<file path="src/rtl/atadev_pkg.sv">
// Shared types and constants for the ATA device-side PIO responder.
// State encoding plus PIO mode-0 default timings in 100 MHz clk ticks.
package atadev_pkg;

  typedef enum logic [2:0] {
    IDLE,
    RD_FETCH,
    RD_DRIVE,
    RD_HOLD,
    WR_ACTIVE
  } state_e;

  localparam int ADDR_W = 5;

  localparam int PIO0_TRD   = 0;
  localparam int PIO0_T6    = 1;
  localparam int PIO0_TBMAX = 125;

endpackage

</file>
<file path="src/rtl/atadev_sync_edge.sv">
// N-stage synchroniser for an asynchronous level, with rise/fall pulses.
// The pulses are valid in the cycle where the synchronised level first differs from its previous sample.
module atadev_sync_edge #(
  parameter int STAGES = 2
) (
  input  logic clk,
  input  logic rst,
  input  logic async_i,
  output logic sync_o,
  output logic rise_o,
  output logic fall_o
);

  logic [STAGES-1:0] sync_q;
  logic              prev_q;

  always_ff @(posedge clk or posedge rst) begin
    if (rst) begin
      sync_q <= '0;
      prev_q <= 1'b0;
    end else begin
      sync_q <= {sync_q[STAGES-2:0], async_i};
      prev_q <= sync_q[STAGES-1];
    end
  end

  assign sync_o = sync_q[STAGES-1];
  assign rise_o = sync_q[STAGES-1] & ~prev_q;
  assign fall_o = ~sync_q[STAGES-1] & prev_q;

endmodule

</file>
<file path="src/rtl/atadev_pio_tctrl.sv">
// ATA device-side PIO responder: decodes host DIOR-/DIOW- strobes, fetches/commits
// task-file data through a request/ack register port and throttles the host with IORDY.
module atadev_pio_tctrl
  import atadev_pkg::*;
#(
  parameter int TWIDTH      = 8,
  parameter int DWIDTH      = 16,
  parameter int SYNC_STAGES = 2
) (
  input  logic              clk,
  input  logic              rst,
  input  logic              IORDY_en,
  input  logic [TWIDTH-1:0] Trd,
  input  logic [TWIDTH-1:0] T6,
  input  logic [TWIDTH-1:0] Tbmax,
  input  logic              DIOR,
  input  logic              DIOW,
  input  logic              CS0,
  input  logic              CS1,
  input  logic [2:0]        DA,
  input  logic [DWIDTH-1:0] DDi,
  output logic [DWIDTH-1:0] DDo,
  output logic              DDoe,
  output logic              IORDY,
  output logic [ADDR_W-1:0] addr,
  output logic              rd_req,
  input  logic              rd_ack,
  input  logic [DWIDTH-1:0] rd_data,
  output logic              wr_stb,
  output logic [DWIDTH-1:0] wr_data,
  input  logic              wr_busy,
  output logic              err
);

  localparam logic [TWIDTH-1:0] CNT_ONE = TWIDTH'(1);

  logic dior_s, dior_rise, dior_fall;
  logic diow_s, diow_rise, diow_fall;

  atadev_sync_edge #(.STAGES(SYNC_STAGES)) u_sync_dior (
    .clk     (clk),
    .rst     (rst),
    .async_i (DIOR),
    .sync_o  (dior_s),
    .rise_o  (dior_rise),
    .fall_o  (dior_fall)
  );

  atadev_sync_edge #(.STAGES(SYNC_STAGES)) u_sync_diow (
    .clk     (clk),
    .rst     (rst),
    .async_i (DIOW),
    .sync_o  (diow_s),
    .rise_o  (diow_rise),
    .fall_o  (diow_fall)
  );

  // DDi delayed to line up with the synchronised strobes; ddi_last_q matches the
  // strobe's previous sample, i.e. the last high DIOW sample when a fall is seen.
  logic [DWIDTH-1:0] ddi_pipe_q [SYNC_STAGES];
  logic [DWIDTH-1:0] ddi_last_q;

  always_ff @(posedge clk or posedge rst) begin
    if (rst) begin
      for (int i = 0; i < SYNC_STAGES; i++) ddi_pipe_q[i] <= '0;
      ddi_last_q <= '0;
    end else begin
      ddi_pipe_q[0] <= DDi;
      for (int i = 1; i < SYNC_STAGES; i++) ddi_pipe_q[i] <= ddi_pipe_q[i-1];
      ddi_last_q <= ddi_pipe_q[SYNC_STAGES-1];
    end
  end

  state_e            state_q, state_d;
  logic [DWIDTH-1:0] ddo_q, ddo_d;
  logic              ddoe_q, ddoe_d;
  logic              iordy_q, iordy_d;
  logic [ADDR_W-1:0] addr_q, addr_d;
  logic              rd_req_q, rd_req_d;
  logic              wr_stb_q, wr_stb_d;
  logic [DWIDTH-1:0] wr_data_q, wr_data_d;
  logic              wr_pend_q, wr_pend_d;
  logic              err_q, err_d;
  logic [TWIDTH-1:0] trd_q, trd_d;
  logic [TWIDTH-1:0] t6_q, t6_d;
  logic [TWIDTH-1:0] tb_q, tb_d;
  logic              tb_exp_q, tb_exp_d;

  always_ff @(posedge clk or posedge rst) begin
    if (rst) begin
      state_q   <= IDLE;
      ddo_q     <= '0;
      ddoe_q    <= 1'b0;
      iordy_q   <= 1'b1;
      addr_q    <= '0;
      rd_req_q  <= 1'b0;
      wr_stb_q  <= 1'b0;
      wr_data_q <= '0;
      wr_pend_q <= 1'b0;
      err_q     <= 1'b0;
      trd_q     <= '0;
      t6_q      <= '0;
      tb_q      <= '0;
      tb_exp_q  <= 1'b0;
    end else begin
      state_q   <= state_d;
      ddo_q     <= ddo_d;
      ddoe_q    <= ddoe_d;
      iordy_q   <= iordy_d;
      addr_q    <= addr_d;
      rd_req_q  <= rd_req_d;
      wr_stb_q  <= wr_stb_d;
      wr_data_q <= wr_data_d;
      wr_pend_q <= wr_pend_d;
      err_q     <= err_d;
      trd_q     <= trd_d;
      t6_q      <= t6_d;
      tb_q      <= tb_d;
      tb_exp_q  <= tb_exp_d;
    end
  end

  always_comb begin
    state_d   = state_q;
    ddo_d     = ddo_q;
    ddoe_d    = ddoe_q;
    iordy_d   = iordy_q;
    addr_d    = addr_q;
    rd_req_d  = rd_req_q;
    wr_stb_d  = 1'b0;
    wr_data_d = wr_data_q;
    wr_pend_d = wr_pend_q;
    err_d     = 1'b0;
    trd_d     = trd_q;
    t6_d      = t6_q;
    tb_d      = tb_q;
    tb_exp_d  = tb_exp_q;

    case (state_q)
      IDLE: begin
        iordy_d = 1'b1;
        if ((dior_rise || diow_rise) && dior_s && diow_s) begin
          err_d = 1'b1;
        end else if (dior_rise) begin
          state_d  = RD_FETCH;
          rd_req_d = 1'b1;
          iordy_d  = 1'b0;
          addr_d   = {CS1, CS0, DA};
        end else if (diow_rise) begin
          state_d = WR_ACTIVE;
          addr_d  = {CS1, CS0, DA};
        end
      end

      RD_FETCH: begin
        if (diow_rise) err_d = 1'b1;
        if (rd_ack) begin
          ddo_d    = rd_data;
          ddoe_d   = 1'b1;
          rd_req_d = 1'b0;
          trd_d    = Trd;
          state_d  = RD_DRIVE;
        end
      end

      RD_DRIVE: begin
        if (diow_rise) err_d = 1'b1;
        // Release lands on the edge where the counter reaches zero.
        if (trd_q <= CNT_ONE) iordy_d = 1'b1;
        if (trd_q != '0) trd_d = trd_q - CNT_ONE;
        // Level check also covers a host that dropped DIOR while we were still fetching.
        if (dior_fall || !dior_s) begin
          t6_d    = T6;
          iordy_d = 1'b1;
          state_d = RD_HOLD;
        end
      end

      RD_HOLD: begin
        iordy_d = 1'b1;
        if (dior_rise || diow_rise) err_d = 1'b1;
        if (t6_q <= CNT_ONE) begin
          ddoe_d  = 1'b0;
          state_d = IDLE;
        end
        if (t6_q != '0) t6_d = t6_q - CNT_ONE;
      end

      WR_ACTIVE: begin
        iordy_d = !wr_busy;
        if (dior_rise || (wr_pend_q && diow_rise)) err_d = 1'b1;
        if (wr_pend_q) begin
          if (!wr_busy) begin
            wr_stb_d  = 1'b1;
            wr_pend_d = 1'b0;
            state_d   = IDLE;
          end
        end else if (diow_fall) begin
          wr_data_d = ddi_last_q;
          if (!wr_busy) begin
            wr_stb_d = 1'b1;
            state_d  = IDLE;
          end else begin
            wr_pend_d = 1'b1;
          end
        end
      end

      default: state_d = IDLE;
    endcase

    if (!IORDY_en || tb_exp_q) iordy_d = 1'b1;

    // IORDY hold-off watchdog: armed on the falling edge of IORDY, Tbmax=0 never arms it.
    if (iordy_q && !iordy_d) begin
      tb_d = Tbmax;
    end else if (!iordy_q && tb_q != '0) begin
      tb_d = tb_q - CNT_ONE;
      if (tb_q == CNT_ONE && !iordy_d) begin
        iordy_d  = 1'b1;
        err_d    = 1'b1;
        tb_exp_d = 1'b1;
      end
    end

    if (state_d == IDLE) tb_exp_d = 1'b0;
  end

  assign DDo     = ddo_q;
  assign DDoe    = ddoe_q;
  assign IORDY   = iordy_q;
  assign addr    = addr_q;
  assign rd_req  = rd_req_q;
  assign wr_stb  = wr_stb_q;
  assign wr_data = wr_data_q;
  assign err     = err_q;

endmodule

</file>
<file path="config.mk">
export PLATFORM = sky130hd
export DESIGN_NAME = atadev_pio_tctrl
export DESIGN_NICKNAME = d
export VERILOG_FILES = /design/src/rtl/atadev_pkg.sv /design/src/rtl/atadev_sync_edge.sv /design/src/rtl/atadev_pio_tctrl.sv
export SDC_FILE = /design/constraint.sdc
export NUM_CORES = 1
export LEC_CHECK = 0
export BUFFER_PORTS_ARGS = -buffer_cell sky130_fd_sc_hd__buf_2
export CAP_MARGIN = 10
export CORE_MARGIN = 10
export CORE_UTILIZATION = 35
export CTS_BUF_LIST = sky130_fd_sc_hd__clkbuf_8
export DETAILED_ROUTE_END_ITERATION = 12
export GPL_TIMING_DRIVEN = 0
export SYNTH_ARGS = -nofsm -noshare
export SYNTH_HDL_FRONTEND = slang
export SYNTH_HIERARCHICAL = 1
export SYNTH_SLANG_ARGS = --single-unit
</file>
<file path="constraint.sdc">
create_clock -name clk -period 4.31 [get_ports clk]
set_input_delay 0.431 -clock clk [delete_from_list [all_inputs] [get_ports clk]]
set_output_delay 0.431 -clock clk [all_outputs]
set_load 0.02 [all_outputs]
</file>
==> impl_metrics.sql <==
INSERT INTO impl_metrics (metric_group, metric, value, unit) VALUES
('outcome', 'status', 'completed', ''),
('global_route', 'grt_start_max_net_pins', '82', ''),
('route', 'dr.pass1.iters', '4', ''),
('synthesis', 'synth_async_sr_flop_share', '100.0', '%'),
('global_route', 'grt_util_all_layers', '11.86', '%'),
('final_layout', 'most_frequent_cells_in_the_layout', '124 x sky130_fd_sc_hd__dfrtp_1, 113 x sky130_fd_sc_hd__buf_2, 40 x sky130_fd_sc_hd__mux2_2, 26 x sky130_fd_sc_hd__nor2_1, 21 x sky130_fd_sc_hd__a21oi_1', ''),
('timing', 'report.final.setup_viol', '0', ''),
('final_layout', 'num_antenna_cells', '0', ''),
('global_route', 'grt_remaining_overflow', '0', ''),
('worst_setup_path', 'rrSetupSlack', '1.96', 'ns'),
('final_layout', 'finalInstanceArea', '6116', 'um2'),
('worst_setup_path', 'timing.rr.end', 'tb_q[0]', ''),
('placed_design', 'placed_area', '5724', 'um2'),
('final_layout', 'leading_cell_type_in_the_layout_fill_and_taps_excluded', 'sky130_fd_sc_hd__dfrtp_1', ''),
('cts', 'cts-root-to-sink-buffers', '2', ''),
('route', 'drt_wl_total', '11040', 'um'),
('synthesis', 'combinational_family_with_the_most_area_after_synthesis', 'compound AO/OA/AOI/OAI gates', ''),
('placed_design', 'routabilityCongestion', '0.8368', ''),
('cts', 'clock_tree_from_tritoncts', 'built', ''),
('flow_run', 'drv.max_cap_violation_count', '0', ''),
('worst_hold_path', 'hold-path-cell-count', '1', ''),
('global_route', 'first_global_vias', '3655', ''),
('route', 'antenna_violating_nets_post_route', '0', ''),
('worst_setup_path', 'critPathKind', 'flop to flop', ''),
('worst_setup_path', 'timing.critical_path.required', '4.63', 'ns'),
('synthesis', 'average_size_of_a_mapped_cell', '13.02', 'um2'),
('worst_setup_path', 'rr_worst_depth', '6', ''),
('timing', 'drv_slew', '0', ''),
('global_route', 'grt_first_pass_wirelength', '18450', 'um'),
('synthesis', 'yosysTopAreaCellShare', '63.06', '%'),
('cts', 'clkSinkCount', '125', ''),
('global_route', 'grt_antenna_before_repair', '0', ''),
('synthesis', 'total_of_warnings_raised_by_yosys', '6', ''),
('synthesis', 'postSynthNetCount', '454', ''),
('worst_hold_path', 'min_from', 'DDi[15]', ''),
('worst_hold_path', 'holdPathEnd', 'ddi_pipe_q[31]', ''),
('power_and_ir_drop', 'leakagePower', '2.867', 'nW'),
('floorplan', 'floorplan.initialDensity', '35.59', '%'),
('placed_design', 'dp.cells', '668', ''),
('floorplan', 'die_height', '138.6', 'um'),
('synthesis', 'yosysSeqAreaShare', '63.59', '%'),
('worst_setup_path', 'crit_path_max_fanout', '10', ''),
('cts', 'total_cts_buffers', '17', ''),
('synthesis', 'synth_top_cells_by_area', 'sky130_fd_sc_hd__dfrtp_1 63%, sky130_fd_sc_hd__mux2_2 9.2%, sky130_fd_sc_hd__a21oi_1 2.1%', ''),
('power_and_ir_drop', 'pwr_density_cell', '693.7', 'nW/um2'),
('cts', 'cts-root-buf', 'sky130_fd_sc_hd__clkbuf_8', ''),
('cts', 'post_cts_resize_count', '0', ''),
('final_layout', 'fin_cells', '701', ''),
('synthesis', 'adder_cell_fraction_of_synth_area', '2.034', '%'),
('timing', 'hold_viol_final', '0', ''),
('synthesis', 'simple_gate_portion_of_the_synthesized_area', '11.01', '%'),
('cts', 'clock_h_tree_levels', '4', ''),
('floorplan', 'row_count', '43', ''),
('timing', 'max-slew-margin-rel', '41.96', '%'),
('worst_setup_path', 'worst_setup_path_start_kind', 'flop', ''),
('timing', 'finalWorstSetupSlack', '1.957', 'ns'),
('placed_design', 'port_buffers', '109', ''),
('worst_setup_path', 'timing.critical_path.to_type', 'flop', ''),
('synthesis', 'yosys_most_used_dff', 'sky130_fd_sc_hd__dfrtp_1', ''),
('final_layout', 'final_layout_size_suffix_gt1_share', '38.96', '%'),
('synthesis', 'synth.ff_latch_count', '125', ''),
('timing', 'setup_repair_after_global_routing_missed_its_margin', 'false', ''),
('worst_hold_path', 'hold_path_class', 'input pin to flop', ''),
('route', 'detailroute.via_count', '3416', ''),
('cts', 'worstSkewPairLatency', '0.43', 'ns'),
('route', 'drcViolationCount', '0', ''),
('worst_setup_path', 'r2r_start', 'u_sync_dior/sync_q[1]', ''),
('synthesis', 'mappedNetlistArea', '4921', 'um2'),
('synthesis', 'post_synth_mux_area_share', '9.153', '%'),
('timing', 'period_share', '54.59', '%'),
('power_and_ir_drop', 'finalPower', '4.242', 'mW');
[metrics by stage]
stage,TNS (ns),util (%)
floorplan,0,-
global placement,-77.87,41.16
detailed placement,0,41.40
CTS,0,44.23
global route,0,44.23
finish,0,44.23
[state kept, by name, summed over array words and instances, names as in the netlist]
signal              flops
DDo                    16
DDoe                    1
ddi_pipe_q             32
u_sync_dior/prev_q      1
wr_pend_q               1
tb_exp_q                1
ddi_last_q             16
t6_q                    8
u_sync_dior/sync_q      2
IORDY                   1
u_sync_diow/prev_q      1
wr_data                16
rd_req                  1
state_q                 3
wr_stb                  1
err                     1
addr                    5
trd_q                   8
u_sync_diow/sync_q      2
tb_q                    8
[power by group]
part / internal [mW] / switching, mW
sequential: 1.50 / 0.214
combinational: 0.650 / 0.896
clock: 0.509 / 0.468
[logic make-up (layout without fill, tap and decap cells)]
group / Yosys count / in the layout
compound gates: 83 / 83
flops: 125 / 125
simple gates: 96 / 96
xor+xnor: 3 / 3
buf+inv: 23 / 166
mux: 40 / 40
fa+ha+maj: 8 / 8
[layer usage]
layer | GRT usage (%) | wire length, um
met1 | 14.25 | 4804
met2 | 18.27 | 5279
met3 | 4.212 | 682
met4 | 6.271 | 278
met5 | 0 | 0
[synth_stat cells, types with 4 or more instances]
library cell               count
sky130_fd_sc_hd__ha_1          8
sky130_fd_sc_hd__inv_1        11
sky130_fd_sc_hd__a21oi_1      21
sky130_fd_sc_hd__nor2b_1       5
sky130_fd_sc_hd__mux2_2       40
sky130_fd_sc_hd__nand3_1       4
sky130_fd_sc_hd__nor2_1       26
sky130_fd_sc_hd__buf_2         4
sky130_fd_sc_hd__nor3_1       10
sky130_fd_sc_hd__o22a_1        4
sky130_fd_sc_hd__nand2_1      16
sky130_fd_sc_hd__a31oi_1       4
sky130_fd_sc_hd__a211oi_1      4
sky130_fd_sc_hd__clkbuf_1      5
sky130_fd_sc_hd__o21ai_0      16
sky130_fd_sc_hd__nand2b_1      4
sky130_fd_sc_hd__dfrtp_1     124
sky130_fd_sc_hd__or3_1         4
[worst max-delay path, cell delays in order, from the launching register on]
cell	delay, ns
sky130_fd_sc_hd__dfrtp_1	0.45
sky130_fd_sc_hd__nor2b_1	0.35
sky130_fd_sc_hd__a21boi_0	0.37
sky130_fd_sc_hd__o2111ai_2	0.19
sky130_fd_sc_hd__nor3b_2	0.35
sky130_fd_sc_hd__buf_6	0.19
sky130_fd_sc_hd__mux2_2	0.33
[how the worst max path moves through the flow]
| stage | from | end |
|---|---|---|
| 2_1_floorplan | rst | DDo[0] |
| 3_3_place_gp | rst | addr[1] |
| 6_report | u_sync_dior/sync_q[1] | tb_q[0] |
| 4_1_cts | u_sync_dior/sync_q[1] | tb_q[4] |
| 3_5_place_dp | u_sync_dior/sync_q[1] | tb_q[4] |
| 5_1_grt | u_sync_dior/sync_q[1] | tb_q[0] |
[repair_timing]
item / 4_1_cts / 5_1_grt
buffers inserted: 0 / 0
hold endpoints to repair: 6 / 0
hold buffers: 1 / 0
setup endpoints to repair: 0 / 0
[layout make-up]
cell class | count | area, um2
fill | 1287 | 7711
sequential | 125 | 3129
multi-input combinational | 230 | 1682
timing repair buffer | 111 | 583.1
clock buffer | 17 | 234.0
tap | 180 | 225.2
clock inverter | 15 | 147.6
buffer | 12 | 68.82
inverter | 11 | 46.29
No activity file was read; power rests on OpenSTA's default activity.
